==> config.mk <==
export PLATFORM = sky130hd
export DESIGN_NAME = spectro_count_bank_flat
export DESIGN_NICKNAME = d
export VERILOG_FILES = /design/src/rtl/spectro_pkg.sv /design/src/rtl/spectro_count_bank_if.sv /design/src/rtl/spectro_count_bank_chan_counter.sv /design/src/rtl/spectro_count_bank.sv /design/src/flat_wrapper.sv
export SDC_FILE = /design/constraint.sdc
export NUM_CORES = 1
export LEC_CHECK = 0
export ABC_CLOCK_PERIOD_IN_PS = 2700
export BUFFER_PORTS_ARGS = -buffer_cell sky130_fd_sc_hd__buf_2
export CELL_PAD_IN_SITES_DETAIL_PLACEMENT = 1
export CELL_PAD_IN_SITES_GLOBAL_PLACEMENT = 2
export CORE_UTILIZATION = 39
export CTS_CLUSTER_DIAMETER = 40
export DETAILED_ROUTE_END_ITERATION = 6
export PLACE_DENSITY = 0.81
export SLEW_MARGIN = 20
export SYNTH_ARGS = -nofsm -noshare
export SYNTH_HDL_FRONTEND = slang
export SYNTH_SLANG_ARGS = --single-unit
==> constraint.sdc <==
create_clock -name clk -period 2.7 [get_ports clk]
set_clock_uncertainty 0.15 [all_clocks]
set_input_delay 0.27 -clock clk [delete_from_list [all_inputs] [get_ports clk]]
set_output_delay 0.27 -clock clk [all_outputs]
set_load 0.01 [all_outputs]
==> src/rtl/spectro_pkg.sv <==
// Shared constants and helpers for the spectrogram count bank and its frame sequencer.
package spectro_pkg;
   localparam int WORD_W           = 12;
   localparam int N_CH             = 15;
   localparam int SEL_W            = 4;
   localparam int MIN_FRAME_CYCLES = 16 * 12 + 2;

   typedef logic [WORD_W-1:0] word_t;
   typedef logic [SEL_W-1:0]  sel_t;

   localparam sel_t  SEL_RTC  = 4'd0;
   localparam word_t WORD_MAX = '1;

   // Counts stick at full scale so a hot channel reads as saturated, not wrapped.
   function automatic word_t sat_inc(input word_t v, input logic inc);
      return (inc && (v != WORD_MAX)) ? v + word_t'(1) : v;
   endfunction
endpackage

==> src/rtl/spectro_count_bank_if.sv <==
// Sequencer-facing link: word select and bank clear in, frame strobe and data out.
interface spectro_count_bank_if;
   import spectro_pkg::*;

   sel_t  selection_bits;
   logic  rst;
   logic  ovf;
   word_t data_out;
   logic  overrun;

   modport master (output selection_bits, rst, input ovf, data_out, overrun);
   modport slave  (input selection_bits, rst, output ovf, data_out, overrun);
endinterface

==> src/rtl/spectro_count_bank_chan_counter.sv <==
// One channel: rising-edge detect, saturating live count and a holding register.
module chan_counter
   import spectro_pkg::*;
(
   input  logic  clk,
   input  logic  reset,
   input  logic  i_ch,
   input  logic  i_snap,
   input  logic  i_clr,
   output word_t o_hold
);
   logic  r_prev;
   word_t r_live;
   word_t r_hold;
   logic  w_evt;
   word_t w_next;

   assign w_evt  = i_ch & ~r_prev;
   assign w_next = sat_inc(r_live, w_evt);

   // An event on the snapshot cycle lands in the old frame; live restarts from zero.
   always_ff @(posedge clk) begin
      if (reset) begin
         r_prev <= 1'b0;
         r_live <= '0;
         r_hold <= '0;
      end else begin
         r_prev <= i_ch;
         if (i_snap) begin
            r_hold <= w_next;
            r_live <= '0;
         end else begin
            r_live <= w_next;
            if (i_clr) r_hold <= '0;
         end
      end
   end

   assign o_hold = r_hold;
endmodule

==> src/rtl/spectro_count_bank.sv <==
// Frame-periodic channel event counter bank feeding the spectrogram readout sequencer.
module spectro_count_bank
   import spectro_pkg::*;
#(
   parameter int FRAME_CYCLES = 200
)(
   input  logic                   clk,
   input  logic                   reset,
   input  logic [N_CH-1:0]        ch_in,
   spectro_count_bank_if.slave    seq
);
   localparam int TMR_W = (FRAME_CYCLES > 1) ? $clog2(FRAME_CYCLES) : 1;
   localparam logic [TMR_W-1:0] TMR_LAST = TMR_W'(FRAME_CYCLES - 1);

   logic [TMR_W-1:0]              r_timer;
   word_t                         r_rtc;
   word_t                         r_rtc_hold;
   logic                          r_pending;
   logic                          r_overrun;
   logic                          r_ovf;
   logic                          w_snap;
   logic [N_CH-1:0][WORD_W-1:0]   w_hold;
   word_t                         w_data;

   assign w_snap = (r_timer == TMR_LAST);

   for (genvar k = 0; k < N_CH; k++) begin : g_ch
      chan_counter u_ch (
         .clk    (clk),
         .reset  (reset),
         .i_ch   (ch_in[k]),
         .i_snap (w_snap),
         .i_clr  (seq.rst),
         .o_hold (w_hold[k])
      );
   end

   // A clear landing on the snapshot edge belongs to the frame just read out,
   // so it neither wipes the fresh bank nor counts as an overrun.
   always_ff @(posedge clk) begin
      if (reset) begin
         r_timer    <= '0;
         r_rtc      <= '0;
         r_rtc_hold <= '0;
         r_pending  <= 1'b0;
         r_overrun  <= 1'b0;
         r_ovf      <= 1'b0;
      end else begin
         r_ovf   <= w_snap;
         r_timer <= w_snap ? '0 : r_timer + TMR_W'(1);
         if (w_snap) begin
            r_rtc      <= r_rtc + word_t'(1);
            r_rtc_hold <= r_rtc;
            r_pending  <= 1'b1;
            if (r_pending && !seq.rst) r_overrun <= 1'b1;
         end else if (seq.rst) begin
            r_rtc_hold <= '0;
            r_pending  <= 1'b0;
         end
      end
   end

   always_comb begin
      w_data = '0;
      if (seq.selection_bits == SEL_RTC) w_data = r_rtc_hold;
      for (int k = 1; k <= N_CH; k++)
         if (seq.selection_bits == SEL_W'(k)) w_data = w_hold[k-1];
   end

   assign seq.ovf      = r_ovf;
   assign seq.data_out = w_data;
   assign seq.overrun  = r_overrun;
endmodule
==> src/flat_wrapper.sv <==
// flat-port wrapper written by rule: the top's interface ports become plain ports
module spectro_count_bank_flat import spectro_pkg::*;
#(
   parameter int FRAME_CYCLES = 200
)
  (clk, reset, ch_in, seq_selection_bits, seq_rst, seq_ovf, seq_data_out, seq_overrun);
  spectro_count_bank_if seq_i ();
  input  logic clk;
  input  logic reset;
  input  logic [N_CH-1:0] ch_in;
  input wire logic [$bits(seq_i.selection_bits)-1:0] seq_selection_bits;
  input wire logic [$bits(seq_i.rst)-1:0] seq_rst;
  output wire logic [$bits(seq_i.ovf)-1:0] seq_ovf;
  output wire logic [$bits(seq_i.data_out)-1:0] seq_data_out;
  output wire logic [$bits(seq_i.overrun)-1:0] seq_overrun;
  assign seq_i.selection_bits = seq_selection_bits;
  assign seq_i.rst = seq_rst;
  assign seq_ovf = seq_i.ovf;
  assign seq_data_out = seq_i.data_out;
  assign seq_overrun = seq_i.overrun;
  spectro_count_bank #(.FRAME_CYCLES(FRAME_CYCLES)) u_core (.clk(clk), .reset(reset), .ch_in(ch_in), .seq(seq_i));
endmodule
Yosys cells after proc, flatten, opt, wreduce, memory -nomap -nowiden
Cells that the tools add are included.
Word-level totals
  register bits after elaboration: 410
  input bits: 22
  output and inout bits: 14
  word-level logic and storage cells: 200
Cells by class
  add/subtract/negate cells: 17
  eq/ne operators: 31
  muxes and demuxes: 50
  bitwise logic cells: 30
  reductions and logical operators: 21
Operator list (count)
  $mux W12: 48
  $add A12 B1 Y12 const B: 16
  $ne A12 B12 Y1 const B: 15
  $eq A4 B4 Y1 const B: 8
  $eq A4 B3 Y1 const B: 4
  $logic_and A1 B1 Y1: 16
  $and A1 B1 Y1: 15
  $not A1 Y1: 15
  $add A8 B1 Y8 const B: 1
  $eq A4 B2 Y1 const B: 2
  $eq A8 B8 Y1 const B: 1
  $eq A4 B1 Y1 const B: 1
  $logic_not A4 Y1: 1
  $mux W1: 2
  $reduce_and A2 Y1: 1
  $reduce_bool A2 Y1: 1
  $reduce_or A2 Y1: 1
  $logic_not A1 Y1: 1

Depth between registers and ports, before layout
  depth in word-level cells: 17
  gate-level depth with buffers: 9
  gate-level depth less buffers: 6

Modules after synthesis
Synthesis repeated with hierarchy kept, for this count alone.
Second synthesis, totals
  cells, all modules: 2624
  area total of the unflattened synthesis: 22330.2 µm²
Modules (own cells, without submodules)
  chan_counter: times used 15, cells each 145, area an instance 1255.0 µm², sequential area each 500.5 µm²
  spectro_count_bank: times used 1, cells each 449, area an instance 3505.9 µm², sequential area each 700.7 µm²

Least setup slack after synthesis
OpenSTA, ideal clock, no wires.
  path type: register -> register
  from: reg u_core.g_ch[9].u_ch.r_live[0]
  to: reg u_core.g_ch[9].u_ch.r_hold[10]
  setup time: 0.115 ns
  arrival time: 1.802 ns
  required time: 2.435 ns
  setup slack: 0.633 ns
  cell stages (with the launch flop): 7
  buffers on the path: 0
  period minus slack after synthesis: 2.067 ns
  cells stage by stage: dfxtp_1 -> ha_1 -> nand2_2 -> or4_4 -> or4b_4 -> o21ai_2 -> o21ai_2
On the way
  longest elaborated chain between the ends: 4
  elaborated cells on any way between the ends: 5
  those cells by class: add/sub (1); eq/ne (1); mux (2); reduce/logical (1)
RTL lines
  start, declared: RTL line spectro_count_bank_chan_counter.sv:13  | word_t r_live;
  start signal, assigned: RTL line spectro_count_bank_chan_counter.sv:33  | r_live <= w_next;
  parallel branches: the longest is 2 deep, another holds $add A12 B1 Y12
  $mux W12 (*): RTL line spectro_pkg.sv:16  | return (inc && (v != WORD_MAX)) ? v + word_t'(1) : v;
  $mux W12 (*): RTL line spectro_count_bank_chan_counter.sv:29  | if (i_snap) begin
  end signal, assigned: RTL line spectro_count_bank_chan_counter.sv:30  | r_hold <= w_next;
  end, declared: RTL line spectro_count_bank_chan_counter.sv:14  | word_t r_hold;
Mark *: on every way between the ends.
A chain may end at the register's enable or synchronous reset.

Final worst setup path
  from: reg u_core.g_ch[0].u_ch.r_hold[10]
  to: out seq_data_out[10]
On the way
  longest elaborated chain between the ends: 15
RTL lines
  start, declared: RTL line spectro_count_bank_chan_counter.sv:14
  start signal, assigned: RTL line spectro_count_bank_chan_counter.sv:30
  $mux W12 (15 in series): RTL line spectro_count_bank.sv:67  | if (seq.selection_bits == SEL_W'(k)) w_data = w_hold[k-1];
  end, declared: RTL line flat_wrapper.sv:14  | output wire logic [$bits(seq_i.data_out)-1:0] seq_data_out;
No other way between the ends.

==> flow_metrics.env <==
export IMPL_io_buffers=35
export IMPL_number_of_global_route_vias_before_repair=15290
export IMPL_floorplan_initialDensity_pct=39.76
export IMPL_layout_min_cycle_time_ps=2672
export IMPL_finalSetupTns_ps=0
export IMPL_power_ir_vdd_worst_mv=0.4656
export IMPL_wl_per_cell_um=19.36
export IMPL_drtPass1Iterations=5
export IMPL_synthCells=2016
export IMPL_rsz_0062_raised_after_global_routing="true"
export IMPL_synthesis_nets=2055
export IMPL_leakage_nw=7.772
export IMPL_dpl_cell_area_sq_um=18560
export IMPL_via_count=14740
export IMPL_root_buffer="sky130_fd_sc_hd__clkbuf_16"
export IMPL_core_area_sq_um=44510
export IMPL_initial_drc_count=785
export IMPL_final_min_period_over_clock_period_pct=98.94
export IMPL_async_flop_share_pct=0
export IMPL_critPathRequiredTime_ps=2280
export IMPL_post_drt_via_cell_ratio=5.395
export IMPL_numCtsBuffers=74
export IMPL_setup_worst_path_end_class="output port"
export IMPL_cell_internal_power_mw=12.54
export IMPL_maximum_number_of_pins_on_one_net_before_global_route_repair=112
export IMPL_final_design_area_no_fill_sq_um=21360
export IMPL_finalHoldViolations=0
export IMPL_place_inst=2578
export IMPL_ctsLongestPathBuffers=3
export IMPL_totalWireLength_mm=52.91
export IMPL_final_core_utilization_pct=47.98
export IMPL_top_level_ports=36
export IMPL_number_of_non_filler_instances_in_the_completed_layout=2733
export IMPL_most_common_layout_cells="sky130_fd_sc_hd__dfxtp_1, sky130_fd_sc_hd__nand2_1, sky130_fd_sc_hd__nor2_1"
export IMPL_hpwl_mm=37.33
export IMPL_power_share_combinational_pct=4.1
export IMPL_final_layout_fill_cell_count=5137
export IMPL_synth_ff_latch_count=410
export IMPL_tritoncts_num_sinks=410
export IMPL_grt_antenna_before_repair=2
export IMPL_globalRouteTotalUtil_pct=23.31
export IMPL_synthDominantCellAreaShare_pct=46.38
export IMPL_tightest_slew_ps=666.3
export IMPL_cellPowerDensity_nw_per_um2=769.8
export IMPL_finalWeightedCongestion=0.9094
export IMPL_setup_viol_count_final=0
export IMPL_relSlewSlack_pct=55.43
export IMPL_cap_violations=0
export IMPL_h_tree_depth=3
export IMPL_ys_warnings_count=0
export IMPL_dieHeight_um=215.0
export IMPL_drive_above_1_share_pct=13.09
export IMPL_post_cts_buffers=0
export IMPL_worstSetupPathType="reg -> out"
export IMPL_cts_tree="built"
export IMPL_critical_path_startpoint_type="flop"
export IMPL_place_ws_ps=91.17
export IMPL_flow_area_growth_from_synthesis_pct=20.67
export IMPL_antenna_violating_nets_post_route=0
export IMPL_clock_latency_late_sink_ps=600
export IMPL_postSynthAreaPerCell_sq_um=8.779
export IMPL_synthFlopType="sky130_fd_sc_hd__dfxtp_1"
export IMPL_layout_setup_ws_ps=28.50
export IMPL_ys_types=75
export IMPL_clkSlewWorstSetupHoldPaths_ps=50
export IMPL_nNetsFinal=2118
export IMPL_status="finished, final reports clean"
export IMPL_floorplan_die_area_sq_um=46240
export IMPL_core_rowCount=77
export IMPL_final_max_slew_violation_count=0
export IMPL_die_width_um=215.0
export IMPL_layout_cells_most_common="sky130_fd_sc_hd__dfxtp_1"
export IMPL_mappedNetlistArea_sq_um=17700
export IMPL_critical_path_arrival_ps=2250
export IMPL_worst_r2r_cell_count=6
export IMPL_p_clk_share_pct=58.4
export IMPL_total_switching_power_mw=3.902
export IMPL_gr_total_overflow=0
export IMPL_fmax_ghz=0.3743
export IMPL_drc=0
export IMPL_synth_top_cells_by_area="sky130_fd_sc_hd__dfxtp_1, sky130_fd_sc_hd__nand2_1, sky130_fd_sc_hd__o21ai_0"
export IMPL_seq_area_frac_synth_pct=46.38
export IMPL_crit_path_max_fanout=2
export IMPL_seqPwrFrac_pct=37.5
export IMPL_power_consumption_mw=16.44
export IMPL_synth_enable_flop_cells=0
export IMPL_grt_first_pass_wirelength_mm=85.19
export IMPL_switching_share_pct=23.74
export IMPL_hold_path_class="in -> reg"
export IMPL_yosys_area_top_type="sky130_fd_sc_hd__dfxtp_1"
export IMPL_worst_hold_path_num_cells=3
export IMPL_timing_hold_ws_ps=288.4
## flip-flops by register name, indices dropped and copies added (netlist names)
name,cells
u_core.seq.overrun,1
u_core.r_rtc_hold,12
u_core.g_ch.u_ch.r_prev,15
u_core.g_ch.u_ch.r_live,180
u_core.r_timer,8
u_core.r_pending,1
u_core.g_ch.u_ch.o_hold,180
u_core.r_rtc,12
u_core.seq.ovf,1
## worst max-delay path, stage by stage, from the launching register on
cell and delay, ps:
sky130_fd_sc_hd__dfxtp_2 340, sky130_fd_sc_hd__mux4_2 480, sky130_fd_sc_hd__mux2i_1 180, sky130_fd_sc_hd__a22oi_1 110, sky130_fd_sc_hd__a221o_1 360, sky130_fd_sc_hd__buf_2 170
## Yosys cell counts (4+ instances only)
library cell / count
sky130_fd_sc_hd__ha_1: 17
sky130_fd_sc_hd__a21o_1: 11
sky130_fd_sc_hd__nor4_1: 26
sky130_fd_sc_hd__and2_1: 11
sky130_fd_sc_hd__mux2_2: 10
sky130_fd_sc_hd__o21ai_0: 210
sky130_fd_sc_hd__xnor2_1: 102
sky130_fd_sc_hd__nor2_1: 279
sky130_fd_sc_hd__mux2i_1: 38
sky130_fd_sc_hd__inv_1: 22
sky130_fd_sc_hd__a21oi_1: 30
sky130_fd_sc_hd__o41ai_4: 10
sky130_fd_sc_hd__a221oi_1: 5
sky130_fd_sc_hd__dfxtp_1: 410
sky130_fd_sc_hd__nand3_1: 66
sky130_fd_sc_hd__nand4b_1: 5
sky130_fd_sc_hd__xor2_1: 47
sky130_fd_sc_hd__nor2b_1: 40
sky130_fd_sc_hd__a31oi_1: 13
sky130_fd_sc_hd__nand4_1: 40
sky130_fd_sc_hd__a211oi_1: 7
sky130_fd_sc_hd__o22ai_1: 10
sky130_fd_sc_hd__buf_2: 45
sky130_fd_sc_hd__o21ai_1: 19
sky130_fd_sc_hd__nor3b_1: 7
sky130_fd_sc_hd__and3_1: 23
sky130_fd_sc_hd__o2111ai_1: 8
sky130_fd_sc_hd__nand2b_1: 10
sky130_fd_sc_hd__nor3_1: 42
sky130_fd_sc_hd__o31ai_1: 5
sky130_fd_sc_hd__mux4_2: 19
sky130_fd_sc_hd__and4_1: 8
sky130_fd_sc_hd__or4b_2: 8
sky130_fd_sc_hd__a22o_1: 13
sky130_fd_sc_hd__clkbuf_1: 45
sky130_fd_sc_hd__buf_4: 4
sky130_fd_sc_hd__nand2_1: 283
sky130_fd_sc_hd__buf_1: 4
sky130_fd_sc_hd__nand4_2: 9
## power by group through the flow
stage	Clock, mW	Combinational (mW)	Sequential (mW)
after floorplan	0	0.429	6.28
final	9.60	0.666	6.17
after global routing	10.1	0.736	6.17
after CTS	9.79	0.669	6.17
after detailed placement	0	0.642	6.30
after global placement	0	0.627	6.29
## routing by layer
metal	global-route usage, %	vias up	wire length [um]
met5	0	-	13
met4	6.572	2	1106
met3	4.374	82	2374
met2	38.25	249	24520
met1	31.18	7232	24890
li1	-	7179	-
## area by class of cell
cell class / instances / area [sq um] / share of cell area, %
diodes: 2 / 5.005 / 0.02343
clock buffers: 86 / 1958 / 9.169
clock inverters: 50 / 620.6 / 2.906
inverters: 24 / 90.09 / 0.4218
multi-input cells: 1481 / 8990 / 42.09
flip-flops and latches: 410 / 8209 / 38.44
well taps: 592 / 740.7 / 3.468
repair buffers: 88 / 743.2 / 3.480
## worst paths after layout
path                             startpoint                              to  slack [ps]
min reg2reg               u_core.r_timer[0]               u_core.r_timer[0]         300
max reg2reg   u_core.g_ch[9].u_ch.r_live[0]  u_core.g_ch[9].u_ch.r_live[10]         410
min                                ch_in[7]      u_core.g_ch[7].u_ch.r_prev         290
max          u_core.g_ch[0].u_ch.o_hold[10]                seq_data_out[10]          30
## repair_timing
| action | 4_1_cts | 5_1_grt |
|---|---|---|
| gates resized for setup | 6 | 8 |
| pin swaps | 0 | 3 |
| hold buffers | 17 | 0 |
| setup endpoints to repair | 3 | 8 |
| hold endpoints to repair | 21 | 0 |
## logic make-up after synthesis
family	after synthesis	share of synthesized area, %
fa+ha+maj	17	1.202
xor+xnor	149	7.374
flops	410	46.38
simple gates	877	23.25
buf+inv	125	3.146
compound gates	371	13.45
mux	67	5.203
Note: power is estimated with default switching activity, not from simulation.
